**config.mk**
```make
export PLATFORM = sky130hd
export DESIGN_NAME = axi_stream_fifo_flat
export DESIGN_NICKNAME = d
export VERILOG_FILES = /design/src/rtl/common_pkg.sv /design/src/rtl/axi_stream_fifo_if.sv /design/src/rtl/axi_stream_fifo_bram_sdp.sv /design/src/rtl/axi_stream_fifo.sv /design/src/flat_wrapper.sv
export SDC_FILE = /design/constraint.sdc
export NUM_CORES = 1
export LEC_CHECK = 0
export BUFFER_PORTS_ARGS = -buffer_cell sky130_fd_sc_hd__buf_2
export CAP_MARGIN = 15
export CELL_PAD_IN_SITES_DETAIL_PLACEMENT = 0
export CELL_PAD_IN_SITES_GLOBAL_PLACEMENT = 2
export CORE_UTILIZATION = 49
export DETAILED_ROUTE_END_ITERATION = 8
export GPL_ROUTABILITY_DRIVEN = 1
export PLACE_DENSITY = 0.85
export SLEW_MARGIN = 20
export SYNTH_ARGS = -nofsm -noshare
export SYNTH_HDL_FRONTEND = slang
export SYNTH_HIERARCHICAL = 1
export SYNTH_SLANG_ARGS = --single-unit
```
**constraint.sdc**
```tcl
create_clock -name i_clk -period 9.15 [get_ports i_clk]
set_input_delay 0.915 -clock i_clk [delete_from_list [all_inputs] [get_ports i_clk]]
set_output_delay 0.915 -clock i_clk [all_outputs]
set_load 0.005 [all_outputs]
```
**src/rtl/common_pkg.sv**
```systemverilog
// Shared stream defaults and word-layout helpers for the stream FIFO slice.
package common_pkg;

    localparam int unsigned MAX_SIM_BYTS = 256;
    localparam int unsigned DEF_DAT_BYTS = 8;
    localparam int unsigned DEF_CTL_BITS = 8;
    localparam int unsigned DEF_DEPTH    = 16;

    function automatic int unsigned mod_bits_for(input int unsigned byts);
        return (byts <= 1) ? 1 : $clog2(byts);
    endfunction

    // Stored word is {err, sop, eop, mod, ctl, dat}
    function automatic int unsigned word_bits(input int unsigned dat_bits,
                                              input int unsigned ctl_bits,
                                              input int unsigned mod_bits);
        return 3 + mod_bits + ctl_bits + dat_bits;
    endfunction

    localparam int unsigned DEF_MOD_BITS = mod_bits_for(DEF_DAT_BYTS);

    typedef struct packed {
        logic                      err;
        logic                      sop;
        logic                      eop;
        logic [DEF_MOD_BITS-1:0]   mod;
        logic [DEF_CTL_BITS-1:0]   ctl;
        logic [DEF_DAT_BYTS*8-1:0] dat;
    } stream_word_t;

endpackage

```
**src/rtl/axi_stream_fifo_if.sv**
```systemverilog
// Stream handshake bundle (sink/source views) and the simple dual-port RAM port group.
interface if_axi_stream
    import common_pkg::*;
#(
    parameter int unsigned DAT_BYTS = DEF_DAT_BYTS,
    parameter int unsigned CTL_BITS = DEF_CTL_BITS,
    parameter int unsigned MOD_BITS = mod_bits_for(DAT_BYTS)
) ();
    logic                  val;
    logic                  rdy;
    logic                  sop;
    logic                  eop;
    logic                  err;
    logic [MOD_BITS-1:0]   mod;
    logic [CTL_BITS-1:0]   ctl;
    logic [DAT_BYTS*8-1:0] dat;

    modport sink   (input  val, sop, eop, err, mod, ctl, dat, output rdy);
    modport source (output val, sop, eop, err, mod, ctl, dat, input  rdy);
endinterface

interface if_ram #(
    parameter int unsigned AW = 4,
    parameter int unsigned DW = 8
) ();
    logic          wen;
    logic [AW-1:0] waddr;
    logic [DW-1:0] wdata;
    logic          ren;
    logic [AW-1:0] raddr;
    logic [DW-1:0] rdata;

    modport ctrl (output wen, waddr, wdata, ren, raddr, input  rdata);
    modport mem  (input  wen, waddr, wdata, ren, raddr, output rdata);
endinterface

```
**src/rtl/axi_stream_fifo_bram_sdp.sv**
```systemverilog
// Simple dual-port RAM with a registered read port; contents are never reset.
module bram_sdp #(
    parameter int unsigned DEPTH = 15,
    parameter int unsigned DW    = 8
) (
    input  logic i_clk,
    if_ram.mem   i_ram
);
    logic [DW-1:0] r_mem [DEPTH];
    logic [DW-1:0] r_rdata;

    always_ff @(posedge i_clk) begin
        if (i_ram.wen) r_mem[i_ram.waddr] <= i_ram.wdata;
        if (i_ram.ren) r_rdata <= r_mem[i_ram.raddr];
    end

    assign i_ram.rdata = r_rdata;
endmodule

```
**src/rtl/axi_stream_fifo.sv**
```systemverilog
// Stream FIFO: DEPTH-1 word RAM whose read register acts as a prefetch stage,
// followed by the o_axi output register; o_count covers every held word.
module axi_stream_fifo
    import common_pkg::*;
#(
    parameter int unsigned DAT_BYTS = DEF_DAT_BYTS,
    parameter int unsigned DAT_BITS = DAT_BYTS * 8,
    parameter int unsigned CTL_BITS = DEF_CTL_BITS,
    parameter int unsigned MOD_BITS = mod_bits_for(DAT_BYTS),
    parameter int unsigned DEPTH    = DEF_DEPTH
) (
    input  logic                   i_clk,
    input  logic                   i_rst_n,
    if_axi_stream.sink             i_axi,
    if_axi_stream.source           o_axi,
    output logic [$clog2(DEPTH):0] o_count,
    output logic                   o_full,
    output logic                   o_empty
);
    localparam int unsigned RAM_DEPTH = DEPTH - 1;
    localparam int unsigned PTR_W     = $clog2(RAM_DEPTH);
    localparam int unsigned CNT_W     = $clog2(DEPTH) + 1;
    localparam int unsigned WORD_W    = word_bits(DAT_BITS, CTL_BITS, MOD_BITS);

    logic [PTR_W-1:0]  r_wr_ptr;
    logic [PTR_W-1:0]  r_rd_ptr;
    logic [CNT_W-1:0]  r_ram_cnt;
    logic [CNT_W-1:0]  r_count;
    logic [CNT_W-1:0]  w_count_nxt;
    logic              r_pf_val;
    logic              r_out_val;
    logic              r_in_rdy;
    logic              r_full;
    logic              r_empty;
    logic [WORD_W-1:0] r_out_word;
    logic [WORD_W-1:0] w_in_word;
    logic              w_push;
    logic              w_pop;
    logic              w_out_take;
    logic              w_ren;

    function automatic logic [PTR_W-1:0] ptr_inc(input logic [PTR_W-1:0] p);
        return (p == PTR_W'(RAM_DEPTH - 1)) ? '0 : p + PTR_W'(1);
    endfunction

    if_ram #(.AW(PTR_W), .DW(WORD_W)) u_ram_if ();

    bram_sdp #(.DEPTH(RAM_DEPTH), .DW(WORD_W)) u_ram (
        .i_clk (i_clk),
        .i_ram (u_ram_if)
    );

    assign w_in_word      = {i_axi.err, i_axi.sop, i_axi.eop, i_axi.mod, i_axi.ctl, i_axi.dat};
    assign u_ram_if.wen   = w_push;
    assign u_ram_if.waddr = r_wr_ptr;
    assign u_ram_if.wdata = w_in_word;
    assign u_ram_if.ren   = w_ren;
    assign u_ram_if.raddr = r_rd_ptr;

    // Prefetch refills in the same cycle the output register takes its word
    always_comb begin
        w_push      = i_axi.val && r_in_rdy;
        w_pop       = r_out_val && o_axi.rdy;
        w_out_take  = r_pf_val && (!r_out_val || o_axi.rdy);
        w_ren       = (r_ram_cnt != '0) && (!r_pf_val || w_out_take);
        w_count_nxt = r_count;
        if (w_push && !w_pop)      w_count_nxt = r_count + CNT_W'(1);
        else if (w_pop && !w_push) w_count_nxt = r_count - CNT_W'(1);
    end

    always_ff @(posedge i_clk or negedge i_rst_n) begin
        if (!i_rst_n) begin
            r_wr_ptr   <= '0;
            r_rd_ptr   <= '0;
            r_ram_cnt  <= '0;
            r_count    <= '0;
            r_pf_val   <= 1'b0;
            r_out_val  <= 1'b0;
            r_out_word <= '0;
            r_in_rdy   <= 1'b0;
            r_full     <= 1'b0;
            r_empty    <= 1'b1;
        end else begin
            if (w_push) r_wr_ptr <= ptr_inc(r_wr_ptr);
            if (w_ren)  r_rd_ptr <= ptr_inc(r_rd_ptr);
            r_ram_cnt <= r_ram_cnt + CNT_W'(w_push) - CNT_W'(w_ren);

            if (w_ren)           r_pf_val <= 1'b1;
            else if (w_out_take) r_pf_val <= 1'b0;

            if (w_out_take) begin
                r_out_val  <= 1'b1;
                r_out_word <= u_ram_if.rdata;
            end else if (w_pop) begin
                r_out_val  <= 1'b0;
            end

            r_count  <= w_count_nxt;
            r_full   <= (w_count_nxt == CNT_W'(DEPTH));
            r_empty  <= (w_count_nxt == '0);
            r_in_rdy <= (w_count_nxt != CNT_W'(DEPTH));
        end
    end

    assign i_axi.rdy = r_in_rdy;
    assign o_axi.val = r_out_val;
    assign {o_axi.err, o_axi.sop, o_axi.eop, o_axi.mod, o_axi.ctl, o_axi.dat} = r_out_word;
    assign o_count   = r_count;
    assign o_full    = r_full;
    assign o_empty   = r_empty;
endmodule

```
**src/flat_wrapper.sv**
```systemverilog
// flat-port wrapper written by rule: the top's interface ports become plain ports
module axi_stream_fifo_flat import common_pkg::*;
#(
    parameter int unsigned DAT_BYTS = DEF_DAT_BYTS,
    parameter int unsigned DAT_BITS = DAT_BYTS * 8,
    parameter int unsigned CTL_BITS = DEF_CTL_BITS,
    parameter int unsigned MOD_BITS = mod_bits_for(DAT_BYTS),
    parameter int unsigned DEPTH    = DEF_DEPTH
)
  (i_clk, i_rst_n, o_count, o_full, o_empty, i_axi_val, i_axi_sop, i_axi_eop, i_axi_err, i_axi_mod, i_axi_ctl, i_axi_dat, i_axi_rdy, o_axi_val, o_axi_sop, o_axi_eop, o_axi_err, o_axi_mod, o_axi_ctl, o_axi_dat, o_axi_rdy);
  if_axi_stream #(.DAT_BYTS(DAT_BYTS), .CTL_BITS(CTL_BITS), .MOD_BITS(MOD_BITS)) i_axi_i ();
  if_axi_stream #(.DAT_BYTS(DAT_BYTS), .CTL_BITS(CTL_BITS), .MOD_BITS(MOD_BITS)) o_axi_i ();
  input  logic i_clk;
  input  logic i_rst_n;
  output logic [$clog2(DEPTH):0] o_count;
  output logic o_full;
  output logic o_empty;
  input wire logic [$bits(i_axi_i.val)-1:0] i_axi_val;
  input wire logic [$bits(i_axi_i.sop)-1:0] i_axi_sop;
  input wire logic [$bits(i_axi_i.eop)-1:0] i_axi_eop;
  input wire logic [$bits(i_axi_i.err)-1:0] i_axi_err;
  input wire logic [$bits(i_axi_i.mod)-1:0] i_axi_mod;
  input wire logic [$bits(i_axi_i.ctl)-1:0] i_axi_ctl;
  input wire logic [$bits(i_axi_i.dat)-1:0] i_axi_dat;
  output wire logic [$bits(i_axi_i.rdy)-1:0] i_axi_rdy;
  output wire logic [$bits(o_axi_i.val)-1:0] o_axi_val;
  output wire logic [$bits(o_axi_i.sop)-1:0] o_axi_sop;
  output wire logic [$bits(o_axi_i.eop)-1:0] o_axi_eop;
  output wire logic [$bits(o_axi_i.err)-1:0] o_axi_err;
  output wire logic [$bits(o_axi_i.mod)-1:0] o_axi_mod;
  output wire logic [$bits(o_axi_i.ctl)-1:0] o_axi_ctl;
  output wire logic [$bits(o_axi_i.dat)-1:0] o_axi_dat;
  input wire logic [$bits(o_axi_i.rdy)-1:0] o_axi_rdy;
  assign i_axi_i.val = i_axi_val;
  assign i_axi_i.sop = i_axi_sop;
  assign i_axi_i.eop = i_axi_eop;
  assign i_axi_i.err = i_axi_err;
  assign i_axi_i.mod = i_axi_mod;
  assign i_axi_i.ctl = i_axi_ctl;
  assign i_axi_i.dat = i_axi_dat;
  assign i_axi_rdy = i_axi_i.rdy;
  assign o_axi_val = o_axi_i.val;
  assign o_axi_sop = o_axi_i.sop;
  assign o_axi_eop = o_axi_i.eop;
  assign o_axi_err = o_axi_i.err;
  assign o_axi_mod = o_axi_i.mod;
  assign o_axi_ctl = o_axi_i.ctl;
  assign o_axi_dat = o_axi_i.dat;
  assign o_axi_i.rdy = o_axi_rdy;
  axi_stream_fifo #(.DAT_BYTS(DAT_BYTS), .DAT_BITS(DAT_BITS), .CTL_BITS(CTL_BITS), .MOD_BITS(MOD_BITS), .DEPTH(DEPTH)) u_core (.i_clk(i_clk), .i_rst_n(i_rst_n), .i_axi(i_axi_i), .o_axi(o_axi_i), .o_count(o_count), .o_full(o_full), .o_empty(o_empty));
endmodule
```
Yosys cells after proc, flatten, opt, wreduce, memory -nomap -nowiden
Memories as Yosys holds them, arrays and structs flattened. A register that Yosys moved wholly into a read port is not among the register bits.
Cells that the tools add are included.

storage, ports and cells
  flip-flop bits (word level) = 101
  memory bits (writable) = 1,170
  input bits = 82
  word-level logic and storage cells = 47
  memories = 1

memories
  name                depth  bits a word  rd ports  clocked after memory_dff  write ports  line                           source
  u_core.u_ram.r_mem  15     78           1         1                         1            axi_stream_fifo_bram_sdp.sv:9  logic [DW-1:0] r_mem [DEPTH];

cells by class
  add/subtract/negate cells = 6
  equal/unequal tests = 4
  multiplexer cells = 10
  reductions and logical operators = 16

operator list
  operator                                                            count
  5-bit two-way mux                                                   2
  4-bit by 1-bit adder with 4-bit output, second input constant       2
  4-bit equality test, second input constant                          2
  4-bit two-way mux                                                   2
  1-bit logical AND                                                   6
  1-bit two-way mux                                                   6
  5-bit by 1-bit adder with 5-bit output                              1
  5-bit by 1-bit adder with 5-bit output, second input constant       1
  5-bit equality test, second input constant                          1
  5-bit logical NOT                                                   1
  5-bit inequality test, second input constant                        1
  5-bit nonzero test                                                  1
  5-bit by 1-bit subtractor with 5-bit output                         1
  5-bit by 1-bit subtractor with 5-bit output, second input constant  1
  1-bit logical NOT                                                   4
  2-bit nonzero test                                                  2
  1-bit logical OR                                                    2

Depth between registers and ports, before layout
Gate-level depths: netlist of run 1.

  depth after elaboration = 6
  mapped depth = 12
  gate-level depth less buffers = 12

Hierarchy
The synthesis of run 1 kept the hierarchy.

by module, submodules not included
  module           times used  cells an instance  area each (µm²)  sequential area each (µm²)
  bram_sdp         1           2,140              46,578.4         37,475.9
  axi_stream_fifo  1           286                4,111.4          2,528.7

Worst setup path after synthesis of run 1
No wires, ideal clock.

  path kind = input -> register
  start = input i_axi_val
  end = memory u_core/u_ram/r_mem[0][0] in the netlist's numbering, enable pin
  data arrival time = 6,875 ps
  required time = 8,540 ps
  path slack = 1,666 ps
  stages = 4
  path buffers = 0
  cells stage by stage = nand2_4 -> clkinv_4 -> or3b_2 -> nor3_1

on the way
  longest elaborated chain between the ends = 3

ends and longest elaborated chain
  what                                     line                            source
  start: declaration                       flat_wrapper.sv:18              input wire logic [$bits(i_axi_i.val)-1:0] i_axi_val;
  1-bit logical AND                        axi_stream_fifo.sv:62           w_push = i_axi.val && r_in_rdy;
  via u_core.u_ram_if.wen                  axi_stream_fifo_if.sv:26        logic wen;
  1-bit two-way mux                        axi_stream_fifo_bram_sdp.sv:13  if (i_ram.wen) r_mem[i_ram.waddr] <= i_ram.wdata;
  1-bit two-way mux (implied by the code)  axi_stream_fifo_bram_sdp.sv:13
  end: declaration                         axi_stream_fifo_bram_sdp.sv:9

The timed path passes the listed nets, and every way through them passes these cells.

==> results summary, run 1 <==
After routing, the total negative slack on setup checks comes to 0 ns. CTS placed an instance of sky130_fd_sc_hd__clkbuf_16 at the clock tree root. The sequential share of the synthesized area is 78.9%. The worst voltage drop across the vdd grid is roughly 270 uV. The library cells used most frequently in the layout, excluding fill and tap cells, are sky130_fd_sc_hd__edfxtp_1, sky130_fd_sc_hd__mux4_2, sky130_fd_sc_hd__buf_2.

The number of antenna-violating nets in the routed design came out at 0. The initial antenna violation count is 17. For this run, the top clock speed supported by timing is roughly 250 MHz. The kind of path behind the tightest hold check is primary input to asynchronous set/reset pin. TritonCTS built the clock tree. For this run the aggregate overflow at the end of global routing stands at 0. The signal on the critical path passes through buf_4, buf_4, mux4_2, a22oi_1, o211ai_1.

A synthesized cell averages 20.9 um^2. After the first detailed-routing iteration, the DRC count stood at about 2,700. The most used flip-flop cell after synthesis is sky130_fd_sc_hd__edfxtp_1. The via count of the first global-routing pass is roughly 25,000. The worst-skew pair later-pin latency came out at around 0.75 ns. The count of mapped cells out of synthesis came out at 2,426. Of the post-synthesis cell area, the dominant cell type holds between 70 and 80%. The reported leakage power is 18.9 nW. The final worst clock skew is between 0.02 and 0.03 ns.

The max-slew headroom at the worst pin came out at a little over a fifth. At the end of routability-driven placement, the weighted congestion stood at 0.738. The wire length of the first global-routing pass is 162 mm. The number of levels in the clock H-tree is 4. The floorplan step set the die height to between 300 and 400 um. Setup repair after global routing left no endpoint under its margin. In the finished design, the share of the clock period the worst path needs comes to 43.6%. The final layout contains roughly 2,700 nets. The total count of max-transition violations in the final report came to 0.

The first detailed-routing pass took 6 iterations. The number of nets in the synthesized netlist came out at 2,517. Relative to the synthesized area, the layout overhead comes to 13.6%. The final hold violation count came out at 0.

The number of placement rows came out at ~120. The slowest stage of the critical path is the sky130_fd_sc_hd__buf_4 cell. The TritonCTS sink count came out at ~1,300. The standard cell core area is 102,000 um^2. STA classifies the critical path startpoint as a register. Dividing total power by cell area gives a power density of between 300 and 400 nW/um^2.

For this block, the routed nets add up to 110 mm of wire. The critical path is of the register to register type. The tool flagged a number of max-cap violations equal to 0. The clock-pin transition on the worst setup and hold timing paths came out at 0.06 ns. The maximum buffer depth of the clock tree came out at 3. roughly 170 I/O pins were placed. The largest fanout on the critical path came out at 53. The footprint of the flip-flops and latches is approximately 40,000 um^2.

Detailed placement ended at an HPWL of 56.1 mm. Synthesis instantiated 53 different standard cells from the library. The total via count in the routed design is between 20,000 and 25,000. For this configuration, the core starts out at a cell density of 49.6%. The largest total area in the synthesized netlist belongs to sky130_fd_sc_hd__edfxtp_1. In the routed layout, each cell is associated on average with a via count of 5.91. After detailed routing, the average wire length per cell comes to between 20 and 30 um. The routed design could run at a clock period as short as 3.99 ns.

The worst endpoint required time is ~9.6 ns. The final-layout fill cell count is around 7,600. The count of yosys warnings during synthesis came out at 6. The die footprint came out at between 100,000 and 150,000 um^2. The proportion of synthesized flip-flops having asynchronous set or reset came out at about 7.5%. The post-route netlist has about a quarter of its cells at a drive strength greater than 1. The library cell used most frequently in the layout, excluding fill and tap cells, is sky130_fd_sc_hd__edfxtp_1. The most repeated library cell on the critical path is sky130_fd_sc_hd__buf_4.

The count of flip-flops with a built-in enable after synthesis is roughly 1,200. The maximum number of pins on one net before global-route repair is approximately 130. The total power draw came out at between 15 and 20 mW. The number of storage elements in the synthesis netlist came out at between 1,000 and 1,500. The die is between 300 and 400 um wide. The run finished with clean final reports. The post-cts repair resize count came out at 0. In the routed design, unresolved DRC markers number 0.

The cts-stage hold buffer count is 0. The synthesized cell area is between 50,000 and 60,000 um^2. The data arrival time of the critical path came out at approximately 4.4 ns.

At the pin with the least slew margin, the transition time is approximately 1.2 ns. The total setup buffers inserted after CTS is 0. The number of buffers inserted during clock tree synthesis came out at between 100 and 150. In the final layout, the multi-input gates occupy a little over 10,000 um^2. For this run, the total global-route usage over all layers was measured as 21.4%. By area the synthesized netlist is led by sky130_fd_sc_hd__edfxtp_1, sky130_fd_sc_hd__mux4_2, sky130_fd_sc_hd__dfrtp_1, sky130_fd_sc_hd__mux2i_1, sky130_fd_sc_hd__mux2_2.

The worst stage delay on the critical path came out at around 0.9 ns. The worst setup path is captured at a register. The number of buffer cells added on primary ports came out at 168. The setup-violating endpoint count in the final report is 0.
layer usage:
| layer | vias to the layer above | GRT usage, % | wire length (um) |
|---|---|---|---|
| met5 | - | 0 | 60 |
| met4 | 10 | 6.84 | 2510 |
| li1 | 10400 | - | - |
| met1 | 12900 | 28.9 | 45000 |
| met2 | 876 | 35.0 | 54900 |
| met3 | 184 | 4.25 | 7460 |
final cells by class:
cell class	count	area share [%]
clock buffer	170	6.22
clock inverter	78	1.38
antenna	5	0.0217
timing repair buffer	211	2.22
inverter	10	0.0739
tap	1368	2.97
sequential	1349	69.5
multi-input combinational	941	17.6
registers in the layout, indices dropped and copies added, names as in the netlist:
signal / flops
u_core/i_axi.rdy: 1
u_core/o_axi.val: 1
u_core/o_count: 5
u_core/o_empty: 1
u_core/o_full: 1
u_core/r_out_word: 78
u_core/r_pf_val: 1
u_core/r_ram_cnt: 5
u_core/r_rd_ptr: 4
u_core/r_wr_ptr: 4
u_core/u_ram/i_ram.rdata: 78
u_core/u_ram/r_mem: 1170
cells in the mapped netlist, types with 2 or more instances:
cell type                  count
sky130_fd_sc_hd__edfxtp_1   1248
sky130_fd_sc_hd__mux4_2      214
sky130_fd_sc_hd__dfrtp_1     100
sky130_fd_sc_hd__mux2i_1      98
sky130_fd_sc_hd__a22oi_1      79
sky130_fd_sc_hd__mux2_2       79
sky130_fd_sc_hd__nor2_1       77
sky130_fd_sc_hd__nand2_1      69
sky130_fd_sc_hd__a21oi_1      66
sky130_fd_sc_hd__o211ai_1     60
sky130_fd_sc_hd__clkbuf_1     47
sky130_fd_sc_hd__buf_2        42
sky130_fd_sc_hd__nand2b_1     27
sky130_fd_sc_hd__nor2b_1      24
sky130_fd_sc_hd__a31oi_1      22
sky130_fd_sc_hd__a211o_1      20
sky130_fd_sc_hd__o21ai_1      20
sky130_fd_sc_hd__o22ai_1      20
sky130_fd_sc_hd__buf_4        17
sky130_fd_sc_hd__buf_1        10
sky130_fd_sc_hd__buf_6        10
sky130_fd_sc_hd__inv_1         9
sky130_fd_sc_hd__nor3_1        9
sky130_fd_sc_hd__o21ai_0       9
sky130_fd_sc_hd__ha_1          8
sky130_fd_sc_hd__nand3_1       8
sky130_fd_sc_hd__xnor2_1       5
sky130_fd_sc_hd__nand3b_1      2
sky130_fd_sc_hd__or3_1         2
sky130_fd_sc_hd__xor2_1        2
per-stage QoR:
stage | util (%) | hold slack (ns) | instances | area, um^2 | setup WS [ns]
detailed placement | 52.0 | 0.466 | 3878 | 53100 | 5.09
global placement | 51.9 | 0.462 | 3876 | 53100 | 5.16
CTS | 56.3 | 0.106 | 4126 | 57500 | 5.07
floorplan | - | 0.455 | 2426 | 50700 | 1.67
finish | 56.3 | 0.124 | 4132 | 57600 | 5.16
global route | 56.3 | 0.136 | 4130 | 57600 | 4.83
worst max-delay path, delay by kind of cell, from the launching register on:
| kind | cells | cell delay (ns) |
|---|---|---|
| AO/OA/AOI/OAI | 2 | 0.36 |
| buffers and inverters | 2 | 1.72 |
| multiplexers | 1 | 0.60 |
| flip-flops | 1 | 0.88 |
power breakdown:
part | internal [mW] | leakage (nW) | switching, mW
Combinational | 1.92 | 4.28 | 2.51
Clock | 3.02 | 2.11 | 2.35
Sequential | 7.82 | 12.5 | 0.450
Total | 12.8 | 18.9 | 5.31
path summary, 6_finish.rpt:
kind | to | cells past startpoint | from | slack (ns)
max in group asynchronous | u_core/r_rd_ptr[2] | 2 | i_rst_n | 7.62
setup reg to reg | u_core/u_ram/i_ram.rdata[62] | 5 | u_core/r_rd_ptr[0] | 5.16
setup / recovery | u_core/u_ram/i_ram.rdata[62] | 5 | u_core/r_rd_ptr[0] | 5.16
min in group i_clk | u_core/r_out_word[57] | 1 | u_core/u_ram/i_ram.rdata[57] | 0.48
hold / removal | u_core/o_count[3] | 1 | i_rst_n | 0.12
hold reg to reg | u_core/r_out_word[57] | 1 | u_core/u_ram/i_ram.rdata[57] | 0.48
cells by family after synthesis:
logic type               count (synthesis)  share of synthesized area (%)
adder cells (fa/ha/maj)                  9                          0.237
multiplexers                           391                           13.2
AND/OR/NAND/NOR                        232                           2.17
flip-flops                            1349                           78.9
XOR/XNOR                                 7                          0.121
buffers and inverters                  136                           1.39
AO/OA/AOI/OAI                          302                           3.96
Power figures use the tool's default switching activity.
==> run 2, diff against run 1 <==
Clock period 9.15 ns to 4.08 ns, I/O delays scaled along.
==> run 2 against run 1 <==
First-iteration DRC count is 9.6% lower. Sequential power is 120% higher. Final cell count is 0.51% higher. Register-to-register slack worse by 3.8 ns. Die area stayed put. Largest cell class unchanged. Clock skew is 0.0032 ns higher. Count of clock-buffer cells in the layout is 20 higher. Highest routed layer unchanged. Largest power group unchanged. Routed wire length is 0.17% lower. Sequential share of layout area is 0.48 points lower. Critical path type unchanged. Worst setup slack worse by 3.8 ns.
==> results summary, run 2 (synthesis gave the netlist of run 1 again) <==
The initial antenna violation count came out at 17 (unchanged). The clock-pin transition on the worst setup and hold timing paths is 0.06 ns (about the same). The worst hold path belongs to the class primary input to register. The beginning of the worst hold path is i_axi_dat[8]. The top-level port count is 169 (unchanged).

The TritonCTS clock tree is built. The minimum setup slack among reg-to-reg paths is 1.33 ns (-3.83 ns). The power per unit of standard cell area came out at 701 nW/um^2 (+120%). The wire length per cell came out at 26.4 um (-0.67%). The number of levels in the clock H-tree is 4 (unchanged).

The path with the worst hold slack has its endpoint at u_core/u_ram/r_mem[11][8]. The detailed placer's ending HPWL came out at 54.3 mm (-3.2%). The element type at the critical path start is a register. The height of the die is 324 um (unchanged).

The wire length of the first global-routing pass is 163 mm (+0.67%). The count of cells along the worst register-to-register path is 5 (unchanged). Setup repair after global routing left no endpoint under its margin.

The via count of the first global-routing pass is 25,500 (+1.9%). The post-cts repair resize count came out at 0 (unchanged). The setup-violating endpoint count in the final report came out at 0 (unchanged). The design area is 58,000 um^2 (+0.69%).

The start of the worst register-to-register path is u_core/i_axi.rdy. The tree is rooted in a sky130_fd_sc_hd__clkbuf_16. The shortest period the worst path allows came out at 2.75 ns (-1.24 ns). The post-route DRC violation count came out at 0 (unchanged). The final worst clock skew is 0.0295 ns (+0.00322 ns). Relative to the synthesized area, the layout overhead comes to 14.4%. The max-capacitance violation count is 0 (unchanged). In the layout the commonest cells are sky130_fd_sc_hd__edfxtp_1, sky130_fd_sc_hd__mux4_2, sky130_fd_sc_hd__buf_2. The data arrival time of the critical path was 3.15 ns (-1.29 ns). The number of placement rows came out at 117 (unchanged).

The library cell used most frequently in the layout, excluding fill and tap cells, is sky130_fd_sc_hd__edfxtp_1. The total setup buffers inserted after CTS came out at 0 (unchanged). The post-detailed-route via-to-cell ratio came out at 5.90 (about the same). Counting flops per register, the top entry is u_core/u_ram/r_mem. The reported leakage power came to 19.1 nW (+0.84%). The worst setup path is of the register to register kind. The die footprint came out at 105,000 um^2 (unchanged).

The number of nets in the layout came to 2,758 (+0.69%). The maximum clock rate was 363 MHz (+45%). The worst-skew pair later-pin latency is 0.74 ns (about the same).

The initial standard-cell utilization of the core is 49.6% (unchanged). The fraction of layout instances using a drive strength above 1 came out at 26.5% (-0.083 points). The transition time at the pin with the least slew margin is 1.13 ns (-0.0490 ns). The fraction of the cycle the final worst path needs came out at 67.4% (+24 points). The first-pass iteration count of the detailed router is 5 (-1). The largest fanout on the critical path is 28 (-47%). The wire length after detailed routing is 110 mm (-0.17%). The utilization of the core after routing came out at 56.7% (+0.39 points). The standard cell core area is 102,000 um^2 (unchanged).

The die boundary width is 324 um (unchanged). The maximum number of pins on one net before global-route repair came out at 104 (-19%). The final hold violation count is 0 (unchanged).

The total cell area at the placement stage came out at 53,500 um^2 (+0.62%). Along the worst hold path, the cell count comes to 1. The total track usage came out at 21.4% (about the same). The routability congestion estimate from global placement is 0.732 (-0.70%). The worst endpoint required time came out at 4.48 ns (-5.13 ns).

The TritonCTS sink count is 1,349 (unchanged). The total congestion overflow is 0 (unchanged). The flow ran to the end, and the final reports show no timing, DRC or antenna violations. The worst register-to-register path ends at u_core/u_ram/r_mem[0][74]. The number of antenna-violating nets in the routed design came to 0 (unchanged). The number of buffer cells added on primary ports is 168 (unchanged). The number of buffers inserted during clock tree synthesis came to 135 (unchanged). The total count of max-transition violations in the final report came to 0 (unchanged).

The cts-stage hold buffer count is 12 (+12). The max-slew headroom at the worst pin is 24.6% (+3.3 points). The flip-flop count of the largest register after layout came out at 1,170 (unchanged). The total via count in the routed design came out at 24,500 (+0.41%). The number of DRC violations after detailed-routing iteration 0 came out at 2,421 (-9.6%). The type of element capturing the critical path is a register. The worst voltage drop across the vdd grid came to 819 uV (+200%). The maximum buffer depth of the clock tree is 3 (unchanged).
[run 2: changes by cell type in the layout (fill, tap and decap cells not counted), moves of 9 or more]
| cell | change |
|---|---|
| sky130_fd_sc_hd__buf_12 | +24 |
| sky130_fd_sc_hd__clkbuf_1 | +14 |
| sky130_fd_sc_hd__dlygate4sd3_1 | +12 |
| sky130_fd_sc_hd__buf_6 | -9 |
| sky130_fd_sc_hd__clkinv_1 | -9 |
[run 2: per-layer routing]
layer	vias to the layer above	track usage, %	wire, um
li1	10500	-	-
met1	13000	29.9	46100
met2	884	34.7	54400
met3	158	3.71	7180
met4	8	6.22	1990
met5	-	0	46
[run 2: worst max-delay path by stage]
stage	slack, ns	to	startpoint
floorplan	-0.79	u_core/u_ram/r_mem[1][0]	i_axi_val
global placement	1.20	u_core/u_ram/r_mem[0][2]	i_axi_val
detailed placement	1.21	u_core/u_ram/r_mem[0][64]	i_axi_val
CTS	1.31	u_core/u_ram/r_mem[0][75]	u_core/i_axi.rdy
global route	1.17	u_core/r_ram_cnt[4]	u_core/r_ram_cnt[3]
finish	1.33	u_core/u_ram/r_mem[0][74]	u_core/i_axi.rdy
[run 2: worst max-delay path: stages, from the launching register on]
cell	delay, ns
sky130_fd_sc_hd__dfrtp_1	0.38
sky130_fd_sc_hd__nand2_4	0.12
sky130_fd_sc_hd__clkinv_4	0.12
sky130_fd_sc_hd__or3b_2	0.59
sky130_fd_sc_hd__nor3_4	0.87
sky130_fd_sc_hd__buf_12	0.34
[run 2: per-stage QoR]
step,setup slack (ns),hold WS (ns),total power [mW],setup TNS [ns],instances
detailed placement,1.21,0.465,28.9,0,3886
global placement,1.20,0.462,28.6,0,3886
CTS,1.31,0.000227,41.1,0,4147
finish,1.33,0.0459,40.7,0,4153
floorplan,-0.786,0.112,25.5,-223.59,2426
global route,1.17,0.0216,42.4,0,4151
[run 2: power by group]
| part | leakage, nW | total [mW] | internal [mW] | switching [mW] |
|---|---|---|---|---|
| registers | 12.5 | 18.6 | 17.5 | 1.12 |
| clock network | 2.11 | 12.1 | 7.12 | 5.00 |
| logic | 4.44 | 9.89 | 4.43 | 5.47 |
[run 2: final cells by class]
cell class | instances | area, um^2
antenna | 6 | 15.0
clock buffer | 190 | 3780
clock inverter | 59 | 589
fill | 7545 | 44200
inverter | 10 | 42.5
multi-input combinational | 941 | 10200
sequential | 1349 | 40000
tap | 1368 | 1710
timing repair buffer | 230 | 1660
==> run 3, diff against run 2 <==
Settings changed: ABC_AREA from default to 1, CORE_UTILIZATION 49 to 38, PLACE_DENSITY 0.85 to 0.81.
Clock period 4.08 ns to 2.4 ns, I/O delays scaled along.
==> run 3 against run 2 <==
Sequential power rose by 69%. First-iteration DRC count grew 5.6%. Global-route usage is 1.8 points lower. Fmax up 20%. Clock skew down 0.00081 ns. Critical path depth is 8 higher. Count of clock-buffer cells in the layout grew 4. Final cell count rose by 73%. Worst setup slack lost 1.2 ns. Clock power up 87%. Synthesized cell count increased by 100%.
==> results summary, run 3 <==
The flow ran to the end, and the final reports show no timing, DRC or antenna violations. The total via count in the routed design is 34,900 (+42%). The worst setup path is launched from a register. The initial antenna violation count is 12 (-5).

Among all stages on the critical path, the largest delay is contributed by sky130_fd_sc_hd__dfrtp_1. The fraction of the cycle the final worst path needs came out at 95.9% (+28 points). The net switching power figure is 27.6 mW (+140%). The height of the die is 384 um (+19%). The total count of max-transition violations in the final report came out at 0 (unchanged). The maximum clock rate was 435 MHz (+20%). The met1 usage came out at 27.2% (-2.6 points).

The total congestion overflow came to 0 (unchanged). In the layout the commonest cells are sky130_fd_sc_hd__nand2_1, sky130_fd_sc_hd__edfxtp_1, sky130_fd_sc_hd__nand3_1. The post-synthesis average cell area came to 11.3 um^2 (-46%).

The via count of the first global-routing pass was 33,400 (+31%). The met3 track utilization from global routing is 3.46% (-0.25 points). The area growth from synthesis to final layout is 17.2%. The wire length per cell came out at 19.9 um (-25%).

On the critical path the largest part of the delay comes from adder cells. The number of storage elements in the synthesis netlist came out at 1,349 (unchanged). The wire length of the first global-routing pass is 215 mm (+32%). STA classifies the critical path endpoint as a register. The routability congestion estimate from global placement is 0.748 (+2.2%). The number of buffer cells added on primary ports is 168 (unchanged). The number of levels in the clock H-tree is 4 (unchanged). The number of cells after detailed placement came out at 6,845 (+76%). The first-pass iteration count of the detailed router is 6 (+1).

The count of yosys warnings during synthesis came out at 6 (unchanged). The number of DRC violations after detailed-routing iteration 0 came out at 2,556 (+5.6%). The final worst clock skew is 0.0287 ns (-0.000814 ns). The global-route layer with the greatest usage is met2. The share of power burned in the clock network came out at 28.7% (-1.1 points).

The post-detailed-route via-to-cell ratio came out at 4.84 (-18%). Among all flip-flop cells after synthesis, the most frequent one is sky130_fd_sc_hd__edfxtp_1. The die boundary width is 384 um (+19%). The number of buffer and inverter instances along the worst setup path came out at 3 (+1).

Leaving out fill and tap cells, the most frequent cell in the layout is sky130_fd_sc_hd__nand2_1. Setup repair after global routing could not meet its margin everywhere. The number of buffers inserted during clock tree synthesis was 147 (+8.9%). The count of mapped cells out of synthesis came out at 4,907 (+100%). The worst-skew pair later-pin latency was 0.80 ns (+0.06 ns).

The top-level port count is 169 (unchanged). The worst hold slack is 0.110 ns (+0.0645 ns). The standard cell core area is 144,000 um^2 (+41%).

The register with the highest flop count is u_core/u_ram/r_mem. The flip-flop count of the largest register after layout is 1,170 (unchanged). The count of flip-flops with a built-in enable after synthesis is 1,248 (unchanged). The TritonCTS sink count came out at 1,349 (unchanged).

TritonCTS built the clock tree. The power per unit of standard cell area came out at 1210 nW/um^2 (+73%). The total track usage came out at 19.5% (-1.8 points). The shortest period the worst path allows came out at 2.30 ns (-0.451 ns). The final hold violation count is 0 (unchanged). The total power draw is 78.8 mW (+94%). The critical path goes through inv_2, ha_4, nand3_4, o21ai_4, clkinvlp_4, ha_4, inv_2, ha_4, fa_2, a21oi_2, nor2_1, nor2_1, xor2_1.

The number of placement rows came to 139 (+19%). The setup path with the least slack is of type register to register. The number of nets in the synthesized netlist came out at 4,998 (+99%). The design area is 65,100 um^2 (+12%).

The total internal power came out at 51.1 mW (+76%). The initial standard-cell utilization of the core came out at 38.5% (-11 points). The synthesized cell area is 55,500 um^2 (+9.5%).

The maximum number of pins on one net before global-route repair was 132 (+27%). The number of nets in the layout was 5,267 (+91%). The total cell area at the placement stage is 59,400 um^2 (+11%). The die footprint came to 148,000 um^2 (+41%). Ranked by total cell area, the synthesized netlist is headed by sky130_fd_sc_hd__edfxtp_1, sky130_fd_sc_hd__nand2_1, sky130_fd_sc_hd__nand3_1, sky130_fd_sc_hd__dfrtp_1, sky130_fd_sc_hd__inv_1. The sequential share of power came out at 40.0% (-5.8 points).

In this run the worst hold path is classified as primary input to asynchronous set/reset pin. The fraction of layout instances using a drive strength above 1 is 11.7% (-15 points). The library cell used as clock root buffer is sky130_fd_sc_hd__clkbuf_16. The met2 usage is 31.6% (-3.1 points).

The max-capacitance violation count was 0 (unchanged). The max-slew headroom at the worst pin came to 39.4% (+15 points). The proportion of netlist area held by the largest area contributor is 67.5% (-6.4 points). Ranked by instance count, the synthesized netlist is headed by sky130_fd_sc_hd__nand2_1, sky130_fd_sc_hd__edfxtp_1, sky130_fd_sc_hd__nand3_1. The clock-pin transition on the worst setup and hold timing paths is 0.05 ns (about the same). The number of antenna-violating nets in the routed design came to 0 (unchanged). The most common cell in the netlist is sky130_fd_sc_hd__nand2_1. The proportion of synthesized flip-flops having asynchronous set or reset came out at 7.49% (unchanged).

The worst endpoint required time is 3.10 ns (-1.38 ns). The data arrival time of the critical path came to 3.00 ns (-0.15 ns). The largest fanout on the critical path came out at 2 (-93%).

The wire length after detailed routing is 143 mm (+31%). The switching part of the total power is 35.1% (+6.6 points). The cell that appears most often on the critical path is sky130_fd_sc_hd__ha_4. The sequential share of the synthesized area is 72.1% (-6.9 points). Of all cell types, the one taking the most synthesized area is sky130_fd_sc_hd__edfxtp_1. The number of unique standard cell types used by synthesis came to 29 (-45%). The portion of total power attributed to combinational logic is 31.3% (+7.0 points). The setup-violating endpoint count in the final report came out at 0 (unchanged). The worst voltage drop across the vdd grid came out at 1630 uV (+100%). The detailed placer's ending HPWL is 73.3 mm (+35%). The post-route DRC violation count is 0 (unchanged). The maximum buffer depth of the clock tree is 3 (unchanged). The worst stage delay on the critical path is 0.39 ns (-0.48 ns). The final-layout fill cell count is 13,200 (+75%). The transition time at the pin with the least slew margin is 0.910 ns (-0.222 ns). The final instance count without filler cells came out at 7,204 (+73%). The reported leakage power came out at 26.5 nW (+39%).
[run 3: power by group through the flow]
stage | Clock (mW) | Combinational (mW) | Sequential, mW
after floorplan | 0 | 16.5 | 31.3
after global placement | 0 | 24.6 | 32.0
after CTS | 23.1 | 24.9 | 31.6
final | 22.6 | 24.6 | 31.5
after global routing | 24.0 | 27.5 | 31.8
after detailed placement | 0 | 24.7 | 32.0
[run 3: area by class of cell]
class,instances,area [um^2],share of cell area [%]
Multi-Input combinational cell,2842,12500,19.2
Timing Repair Buffer,369,3560,5.47
Clock buffer,194,3960,6.08
Antenna cell,4,10.0,0.0154
Clock inverter,76,883,1.36
Inverter,467,1800,2.77
Tap cell,1903,2380,3.66
Sequential cell,1349,40000,61.5
[run 3: per-stage QoR]
step                      TNS [ns]  worst slack, ns  util, %
after detailed placement         0            0.118     41.1
after CTS                        0            0.101     45.0
after global routing       -0.0255          -0.0255     45.1
after floorplan              -7.76            -1.07        -
after global placement           0           0.0650     41.1
final                            0           0.0994     45.1
[run 3: kinds of logic after synthesis]
group                    after synthesis  synth area share, %
AO/OA/AOI/OAI                         18                0.174
XOR/XNOR                               5               0.0789
adder cells (fa/ha/maj)                9                0.216
buffers and inverters                716                 5.86
flip-flops                          1349                 72.1
multiplexers                          78                 1.58
AND/OR/NAND/NOR                     2732                 20.0
[run 3: worst register-to-register path, stage by stage, from the launching register on]
cell and delay (ns):
sky130_fd_sc_hd__dfrtp_1 0.39, sky130_fd_sc_hd__inv_2 0.09, sky130_fd_sc_hd__ha_4 0.15, sky130_fd_sc_hd__nand3_4 0.08
sky130_fd_sc_hd__o21ai_4 0.08, sky130_fd_sc_hd__clkinvlp_4 0.13, sky130_fd_sc_hd__ha_4 0.27, sky130_fd_sc_hd__inv_2 0.04
sky130_fd_sc_hd__ha_4 0.16, sky130_fd_sc_hd__fa_2 0.37, sky130_fd_sc_hd__a21oi_2 0.14, sky130_fd_sc_hd__nor2_1 0.05
sky130_fd_sc_hd__nor2_1 0.12, sky130_fd_sc_hd__xor2_1 0.15
[run 3: path summary, 6_finish.rpt]
| check | slack, ns | depth (start not counted) | to | start |
|---|---|---|---|---|
| min in group i_clk | 0.36 | 2 | u_core/u_ram/r_mem[14][16] | i_axi_dat[16] |
| hold / removal | 0.11 | 3 | u_core/r_out_word[74] | i_rst_n |
| setup / recovery | 0.1 | 13 | u_core/r_ram_cnt[4] | u_core/r_ram_cnt[3] |
| max in group asynchronous | 1.84 | 3 | u_core/r_rd_ptr[0] | i_rst_n |
| hold reg to reg | 0.48 | 1 | u_core/r_out_word[65] | u_core/u_ram/i_ram.rdata[65] |
| setup reg to reg | 0.1 | 13 | u_core/r_ram_cnt[4] | u_core/r_ram_cnt[3] |
[run 3: timing repair]
item | 4_1_cts | 5_1_grt
endpoints found under the hold margin | 1280 | 0
gates resized for setup | 0 | 5
setup buffers | 0 | 3
hold buffers | 82 | 0
endpoints found under the setup margin | 0 | 1
[run 3: metal layers]
| metal | part of all wire (%) | up-vias |
|---|---|---|
| li1 | - | 16800 |
| met1 | 46 | 17000 |
| met2 | 47 | 820 |
| met3 | 5.1 | 181 |
| met4 | 1.7 | 14 |
| met5 | 0.059 | - |
